[src/rtl/conj_demod_pkg.sv]
// Shared types and helpers for the conjugate-product discriminator scheduler.
package conj_demod_pkg;

  localparam int IQ_W = 32;

  typedef struct packed {
    logic signed [15:0] im;
    logic signed [15:0] re;
  } iq_t;

  typedef logic signed [32:0] prod_t;

  localparam prod_t SAT_MAX = prod_t'(32767);
  localparam prod_t SAT_MIN = prod_t'(-32768);

  function automatic logic signed [15:0] sat16(prod_t v, int shift);
    prod_t s;
    s = v >>> shift;
    if (s > SAT_MAX)      sat16 = 16'sh7fff;
    else if (s < SAT_MIN) sat16 = 16'sh8000;
    else                  sat16 = s[15:0];
  endfunction

endpackage

[src/rtl/conj_demod_sched_if.sv]
// AXIS bundle: NUM_CH input streams in, one tagged product stream out.
interface conj_demod_sched_if #(
  parameter int NUM_CH = 4,
  parameter int CH_W   = $clog2(NUM_CH)
);
  logic [NUM_CH-1:0]    s00_axis_tvalid;
  logic [NUM_CH-1:0]    s00_axis_tready;
  logic [NUM_CH*32-1:0] s00_axis_tdata;
  logic [NUM_CH-1:0]    s00_axis_tlast;
  logic                 m00_axis_tready;
  logic                 m00_axis_tvalid;
  logic [31:0]          m00_axis_tdata;
  logic                 m00_axis_tlast;
  logic [CH_W-1:0]      m00_axis_tuser;

  modport slave (
    input  s00_axis_tvalid, s00_axis_tdata, s00_axis_tlast, m00_axis_tready,
    output s00_axis_tready, m00_axis_tvalid, m00_axis_tdata, m00_axis_tlast, m00_axis_tuser
  );

  modport master (
    output s00_axis_tvalid, s00_axis_tdata, s00_axis_tlast, m00_axis_tready,
    input  s00_axis_tready, m00_axis_tvalid, m00_axis_tdata, m00_axis_tlast, m00_axis_tuser
  );
endinterface

[src/rtl/conj_demod_sched_rr_arbiter.sv]
// Round-robin arbiter: grants the first requester at or after the pointer,
// pointer moves past the winner on every grant.
module rr_arbiter #(
  parameter  int N = 4,
  localparam int W = $clog2(N)
) (
  input  logic         clk_i,
  input  logic         rst_ni,
  input  logic [N-1:0] req_i,
  input  logic         adv_i,
  output logic [N-1:0] grant_o,
  output logic [W-1:0] grant_idx_o,
  output logic         grant_vld_o
);

  logic [W-1:0] ptr_q, ptr_d;
  logic [W-1:0] cand;

  always_comb begin
    grant_o     = '0;
    grant_idx_o = '0;
    grant_vld_o = 1'b0;
    cand        = '0;
    ptr_d       = ptr_q;
    for (int k = 0; k < N; k++) begin
      cand = W'((int'(ptr_q) + k) % N);
      if (adv_i && !grant_vld_o && req_i[cand]) begin
        grant_vld_o = 1'b1;
        grant_idx_o = cand;
      end
    end
    if (grant_vld_o) begin
      grant_o[grant_idx_o] = 1'b1;
      ptr_d = (int'(grant_idx_o) == N - 1) ? '0 : grant_idx_o + 1'b1;
    end
  end

  always_ff @(posedge clk_i or negedge rst_ni) begin
    if (!rst_ni) ptr_q <= '0;
    else         ptr_q <= ptr_d;
  end

endmodule

[src/rtl/conj_demod_sched.sv]
// Shared y[n]*conj(y[n-1]) discriminator for NUM_CH AXIS IQ streams.
// Optional frame priming is enabled with `define CONJ_SCHED_PRIME_EN.
module conj_demod_sched
  import conj_demod_pkg::*;
#(
  parameter int NUM_CH    = 4,
  parameter int OUT_SHIFT = 15
) (
  input logic               s00_axis_aclk,
  input logic               s00_axis_aresetn,
  conj_demod_sched_if.slave axis
);

  localparam int CH_W = $clog2(NUM_CH);

  logic              adv;
  logic [NUM_CH-1:0] grant;
  logic [CH_W-1:0]   gidx;
  logic              gvld;
  iq_t               in_smp;
  logic              in_last;
  logic              s1_emit;

  // Holding adv low in reset keeps upstream tready at zero.
  assign adv = s00_axis_aresetn & (~axis.m00_axis_tvalid | axis.m00_axis_tready);

  rr_arbiter #(.N(NUM_CH)) u_arb (
    .clk_i       (s00_axis_aclk),
    .rst_ni      (s00_axis_aresetn),
    .req_i       (axis.s00_axis_tvalid),
    .adv_i       (adv),
    .grant_o     (grant),
    .grant_idx_o (gidx),
    .grant_vld_o (gvld)
  );

  assign axis.s00_axis_tready = grant;
  assign in_smp  = iq_t'(axis.s00_axis_tdata[int'(gidx) * IQ_W +: IQ_W]);
  assign in_last = axis.s00_axis_tlast[gidx];

  iq_t hist_q [NUM_CH];

  always_ff @(posedge s00_axis_aclk or negedge s00_axis_aresetn) begin
    if (!s00_axis_aresetn) begin
      for (int i = 0; i < NUM_CH; i++) hist_q[i] <= '0;
    end else if (gvld) begin
      hist_q[gidx] <= in_smp;
    end
  end

`ifdef CONJ_SCHED_PRIME_EN
  logic [NUM_CH-1:0] primed_q;

  assign s1_emit = gvld & primed_q[gidx];

  // An unprimed sample only seeds history; a tlast sample re-arms priming.
  always_ff @(posedge s00_axis_aclk or negedge s00_axis_aresetn) begin
    if (!s00_axis_aresetn)  primed_q <= '0;
    else if (gvld)          primed_q[gidx] <= primed_q[gidx] ? ~in_last : 1'b1;
  end
`else
  assign s1_emit = gvld;
`endif

  logic            s1_vld_q;
  iq_t             s1_cur_q, s1_prev_q;
  logic [CH_W-1:0] s1_ch_q;
  logic            s1_last_q;

  always_ff @(posedge s00_axis_aclk or negedge s00_axis_aresetn) begin
    if (!s00_axis_aresetn) begin
      s1_vld_q  <= 1'b0;
      s1_cur_q  <= '0;
      s1_prev_q <= '0;
      s1_ch_q   <= '0;
      s1_last_q <= 1'b0;
    end else if (adv) begin
      s1_vld_q <= s1_emit;
      if (gvld) begin
        s1_cur_q  <= in_smp;
        s1_prev_q <= hist_q[gidx];
        s1_ch_q   <= gidx;
        s1_last_q <= in_last;
      end
    end
  end

  logic signed [31:0] p_ii, p_qq, p_qi, p_iq;
  prod_t              s2_re_d, s2_im_d;

  assign p_ii    = $signed(s1_cur_q.re) * $signed(s1_prev_q.re);
  assign p_qq    = $signed(s1_cur_q.im) * $signed(s1_prev_q.im);
  assign p_qi    = $signed(s1_cur_q.im) * $signed(s1_prev_q.re);
  assign p_iq    = $signed(s1_cur_q.re) * $signed(s1_prev_q.im);
  assign s2_re_d = prod_t'(p_ii) + prod_t'(p_qq);
  assign s2_im_d = prod_t'(p_qi) - prod_t'(p_iq);

  logic            s2_vld_q;
  prod_t           s2_re_q, s2_im_q;
  logic [CH_W-1:0] s2_ch_q;
  logic            s2_last_q;

  always_ff @(posedge s00_axis_aclk or negedge s00_axis_aresetn) begin
    if (!s00_axis_aresetn) begin
      s2_vld_q  <= 1'b0;
      s2_re_q   <= '0;
      s2_im_q   <= '0;
      s2_ch_q   <= '0;
      s2_last_q <= 1'b0;
    end else if (adv) begin
      s2_vld_q  <= s1_vld_q;
      s2_re_q   <= s2_re_d;
      s2_im_q   <= s2_im_d;
      s2_ch_q   <= s1_ch_q;
      s2_last_q <= s1_last_q;
    end
  end

  logic            out_vld_q;
  iq_t             out_data_q;
  logic [CH_W-1:0] out_user_q;
  logic            out_last_q;

  always_ff @(posedge s00_axis_aclk or negedge s00_axis_aresetn) begin
    if (!s00_axis_aresetn) begin
      out_vld_q  <= 1'b0;
      out_data_q <= '0;
      out_user_q <= '0;
      out_last_q <= 1'b0;
    end else if (adv) begin
      out_vld_q <= s2_vld_q;
      if (s2_vld_q) begin
        out_data_q.re <= sat16(s2_re_q, OUT_SHIFT);
        out_data_q.im <= sat16(s2_im_q, OUT_SHIFT);
        out_user_q    <= s2_ch_q;
        out_last_q    <= s2_last_q;
      end
    end
  end

  assign axis.m00_axis_tvalid = out_vld_q;
  assign axis.m00_axis_tdata  = out_data_q;
  assign axis.m00_axis_tuser  = out_user_q;
  assign axis.m00_axis_tlast  = out_last_q;

endmodule

[src/flat_wrapper.sv]
// flat-port wrapper written by rule: the top's interface ports become plain ports
module conj_demod_sched_flat import conj_demod_pkg::*;
#(
  parameter int NUM_CH    = 4,
  parameter int OUT_SHIFT = 15
)
  (s00_axis_aclk, s00_axis_aresetn, axis_s00_axis_tvalid, axis_s00_axis_tdata, axis_s00_axis_tlast, axis_m00_axis_tready, axis_s00_axis_tready, axis_m00_axis_tvalid, axis_m00_axis_tdata, axis_m00_axis_tlast, axis_m00_axis_tuser);
  conj_demod_sched_if #(.NUM_CH(NUM_CH)) axis_i ();
  input logic s00_axis_aclk;
  input logic s00_axis_aresetn;
  input wire logic [$bits(axis_i.s00_axis_tvalid)-1:0] axis_s00_axis_tvalid;
  input wire logic [$bits(axis_i.s00_axis_tdata)-1:0] axis_s00_axis_tdata;
  input wire logic [$bits(axis_i.s00_axis_tlast)-1:0] axis_s00_axis_tlast;
  input wire logic [$bits(axis_i.m00_axis_tready)-1:0] axis_m00_axis_tready;
  output wire logic [$bits(axis_i.s00_axis_tready)-1:0] axis_s00_axis_tready;
  output wire logic [$bits(axis_i.m00_axis_tvalid)-1:0] axis_m00_axis_tvalid;
  output wire logic [$bits(axis_i.m00_axis_tdata)-1:0] axis_m00_axis_tdata;
  output wire logic [$bits(axis_i.m00_axis_tlast)-1:0] axis_m00_axis_tlast;
  output wire logic [$bits(axis_i.m00_axis_tuser)-1:0] axis_m00_axis_tuser;
  assign axis_i.s00_axis_tvalid = axis_s00_axis_tvalid;
  assign axis_i.s00_axis_tdata = axis_s00_axis_tdata;
  assign axis_i.s00_axis_tlast = axis_s00_axis_tlast;
  assign axis_i.m00_axis_tready = axis_m00_axis_tready;
  assign axis_s00_axis_tready = axis_i.s00_axis_tready;
  assign axis_m00_axis_tvalid = axis_i.m00_axis_tvalid;
  assign axis_m00_axis_tdata = axis_i.m00_axis_tdata;
  assign axis_m00_axis_tlast = axis_i.m00_axis_tlast;
  assign axis_m00_axis_tuser = axis_i.m00_axis_tuser;
  conj_demod_sched #(.NUM_CH(NUM_CH), .OUT_SHIFT(OUT_SHIFT)) u_core (.s00_axis_aclk(s00_axis_aclk), .s00_axis_aresetn(s00_axis_aresetn), .axis(axis_i));
endmodule
[config.mk]
export PLATFORM = sky130hd
export DESIGN_NAME = conj_demod_sched_flat
export DESIGN_NICKNAME = d
export VERILOG_FILES = /design/src/rtl/conj_demod_pkg.sv /design/src/rtl/conj_demod_sched_if.sv /design/src/rtl/conj_demod_sched_rr_arbiter.sv /design/src/rtl/conj_demod_sched.sv /design/src/flat_wrapper.sv
export SDC_FILE = /design/constraint.sdc
export NUM_CORES = 2
export LEC_CHECK = 0
export ABC_AREA = 1
export CAP_MARGIN = 20
export CORE_MARGIN = 2
export CORE_UTILIZATION = 40
export CTS_CLUSTER_DIAMETER = 50
export DETAILED_ROUTE_END_ITERATION = 10
export GPL_TIMING_DRIVEN = 0
export HOLD_SLACK_MARGIN = 0.12
export PLACE_DENSITY = 0.66
export SYNTH_ARGS = -nofsm -noshare
export SYNTH_HDL_FRONTEND = slang
export SYNTH_SLANG_ARGS = --single-unit
[constraint.sdc]
create_clock -name s00_axis_aclk -period 8.4 [get_ports s00_axis_aclk]
set_input_delay 2.52 -clock s00_axis_aclk [delete_from_list [all_inputs] [get_ports s00_axis_aclk]]
set_output_delay 2.52 -clock s00_axis_aclk [all_outputs]
set_load 0.01 [all_outputs]
==> metrics <==
total track usage 31.7%; area of the core 138000 sq um; vias per cell 5.21; cell area after synthesis 55500 sq um; WL final 219 mm; Crit path required time 5880 ps; post-layout minimum cycle time 8320 ps; max-slew violations 0; CTS tree done; CP top delay family buffers and inverters; worst path bufs/invs 9; Slowest cell on crit path clkdlybuf4s50_1; vertical extent of the die 377 microns; top-level port count 179; CTS H-Tree Depth 2; number of global-route vias before repair 48.9k; clk slew on worst S/H paths 50 ps; Worst Path Arrival 5800 ps; # fillers 13.9k; Most Used Layer, Global Route met2; FF+latch area 6870 sq um; cell at the root of the clock tree clkbuf_16; startpoint class of the critical path primary input; result of the run complete, no violations; Cell Chain, Critical Path clkdlybuf4s50_1 -> o21ai_4 -> buf_12 -> clkinvlp_4 -> buf_8 -> nand4_1 -> nand3_4 -> nand2_2 -> buf_6 -> buf_6 -> ha_1 -> nand2_2 -> inv_2 -> buf_6 -> clkdlybuf4s50_1; Crit Path Max Fanout 11; largest net degree at the start of global routing 105; met2 capacity usage during global routing 47.1%; die boundary width 377 microns; Area Overhead vs Synth 11.4%; initial DRC count 5076; IO buf count 178; Row Count 136; dpl cell area 59900 sq um; headroom to the max-slew limit 12.4%; mux share of post-synthesis cell area 0%; max-capacitance violation count 0; nature of the critical path endpoint output pin; Hold Crit Class flop to flop; highest clock rate 120 MHz; HPWL reported at the end of detailed placement 178 mm; fraction of the mapped netlist area in adder cells 49.1%; insertion delay of the later-clocked pin in the worst-skew pair 680 ps; footprint of the multi-input gates 39700 sq um; Detailed Routing Iterations Pass 1 6; largest family of logic cells by synthesized area adder cells; count of state elements after synthesis 274; post-synth net total 8619; total vias in the final route 47.3k; most frequent cells in the layout inv_1 (1984), nand2_1 (1921), fa_1 (1170); Final Net Count 8859; synthesized area per cell 7.93 sq um; slew at the pin closest to its max-slew limit 1310 ps; simple-gate share of the synthesized area 19.7%; share of cells above drive strength 1 4.63%; met1 Usage GRT 40.2%; average wire length per cell after detail routing 24.2 microns; gp weighted congestion 1.07; number of endpoints with negative hold slack in the final report 0; remaining global-route overflow 0; number of remaining DRC errors 0; sinks on the clock net 274; post-route design area 61900 sq um; cell with the most instances on the worst path buf_6; number of endpoints failing setup at the final stage 0; delay contributed by the slowest stage of the critical path 580 ps; library cells used by synthesis 43; post-route clock period utilization 99.1%; number of enable-type register cells in the synthesized netlist 0; met3 track demand over resource 9.33%; synth warn 0; setup repair after global routing missed its margin true; XOR/XNOR Fraction of Synth Area 0.489%; post-synthesis cell count 7002; initial cell density of the core 40.3%; global-route wire length before repair 322 mm; Synth async-reset ratio 100%; initial antenna violation count 10; number of CTS-inserted buffers 45; Synth Flop Type dfrtp_1; buffer levels on the longest clock path 3; die area 142000 sq um; register area share after synthesis 12.3%; most common cell after layout, fill and taps aside inv_1; compound-cell area share of the yosys netlist 2.18%; number of antenna-violating nets in the routed design 0; Fin Clk Skew 58.2 ps; kind of critical path primary input to output pin
## worst paths after layout
| kind | startpoint | to | slack, ps | cells past startpoint |
|---|---|---|---|---|
| worst max-delay path | axis_m00_axis_tready | axis_s00_axis_tready[2] | 80 | 15 |
| worst min-delay path | u_core.s2_im_q[20] | u_core.s2_im_q[20] | 470 | 2 |
| worst max register to register | u_core.s1_prev_q[5] | u_core.s2_im_q[31] | 140 | 25 |
| worst min register to register | u_core.s2_im_q[20] | u_core.s2_im_q[20] | 470 | 2 |
| max in group asynchronous | s00_axis_aresetn | u_core.hist_q[41] | 5290 | 3 |
| min in group asynchronous | s00_axis_aresetn | u_core.s2_re_q[27] | 1720 | 1 |
## registers in the layout, summed over array words and instances (netlist names), 18 cells and up
register and flops:
u_core.hist_q 128, u_core.axis.m00_axis_tdata 32, u_core.s1_cur_q 32, u_core.s1_prev_q 32
u_core.s2_im_q 18, u_core.s2_re_q 18
## cell type report
cell class / count / share of cell area [%]
Antenna cell: 3 / 0.0121
Inverter: 1999 / 12.2
Sequential cell: 274 / 11.1
Timing Repair Buffer: 214 / 3.72
Buffer: 335 / 2.51
Clock buffer: 54 / 1.97
Multi-Input combinational cell: 4373 / 64.2
Tap cell: 1794 / 3.63
Clock inverter: 30 / 0.645
## worst register-to-register path, stage by stage, from the launching register on
cell	delay, ps
dfrtp_1	320
clkbuf_1	560
clkdlybuf4s15_1	950
nand2_1	330
fa_1	550
fa_1	510
inv_1	50
fa_1	490
inv_1	50
fa_1	520
inv_1	50
fa_1	480
fa_1	510
fa_1	500
inv_1	50
fa_1	470
inv_1	40
ha_1	360
nand2_1	90
nand2_1	80
a31oi_1	310
o21ai_0	290
a21oi_1	250
nand3b_1	110
nand3_1	160
nand2_1	70
## kinds of logic after synthesis
| group | count (synthesis) |
|---|---|
| AO/OA/AOI/OAI | 210 |
| buffers and inverters | 2355 |
| XOR/XNOR | 31 |
| flip-flops | 274 |
| adder cells (fa/ha/maj) | 1478 |
| AND/OR/NAND/NOR | 2654 |
## metrics by stage
step / hold WS (ps) / worst slack, ps / utilization, % / cells / setup TNS, ps
floorplan: 442 / 1570 / - / 7002 / 0
global placement: 455 / -14030 / 43.3 / 8974 / -5086220
detailed placement: 458 / -1320 / 43.5 / 8990 / -12700
CTS: 474 / 5.69 / 44.7 / 9069 / 0
global route: 488 / 0.0631 / 44.9 / 9073 / 0
finish: 468 / 76.6 / 44.9 / 9076 / 0
## synthesized netlist by cell type (2+ instances only)
cell type  instances  area, sq um
inv_1           1993         7480
nand4_1           13         81.3
dfrtp_1          274         6860
or2_2             46          288
buf_4              7         52.6
o21bai_1          10         75.1
nor4_1             2         12.5
o211ai_1          18          135
inv_2              4         15.0
xor2_1            17          149
o21ai_0           88          440
buf_2             47          235
clkbuf_1         292         1100
nor3_1            13         65.1
nand2_2           12         75.1
nand2_1         1923         7220
nand3_1          455         2280
a21boi_0           6         45.0
xnor2_1           14          123
o21ai_1            2         10.0
buf_1              4         15.0
inv_4              2         12.5
a21o_1             6         45.0
a31oi_1           16          100
nand3_2           17          170
nor2_1           154          578
nand3b_1          12         90.1
fa_1            1172        23500
buf_6              6         67.6
ha_1             306         3830
a21oi_1           55          275
o21a_1             5         37.5
## metal layers
metal  part of all wire [%]  vias to the layer above
li1                       -                    20363
met1                     38                    23509
met2                     42                     2710
met3                     12                      687
met4                    8.1                       14
met5                   0.10                        -
## repair_timing
item,4_1_cts,5_1_grt
resized for setup,37,150
hold buffers,0,0
pin swaps,3,1
endpoints found under the setup margin,29,32
setup buffers,4,8
Power is left out: the tool's default activity adds up to more than one toggle a clock period on the data nets, which glitch-free logic cannot reach.
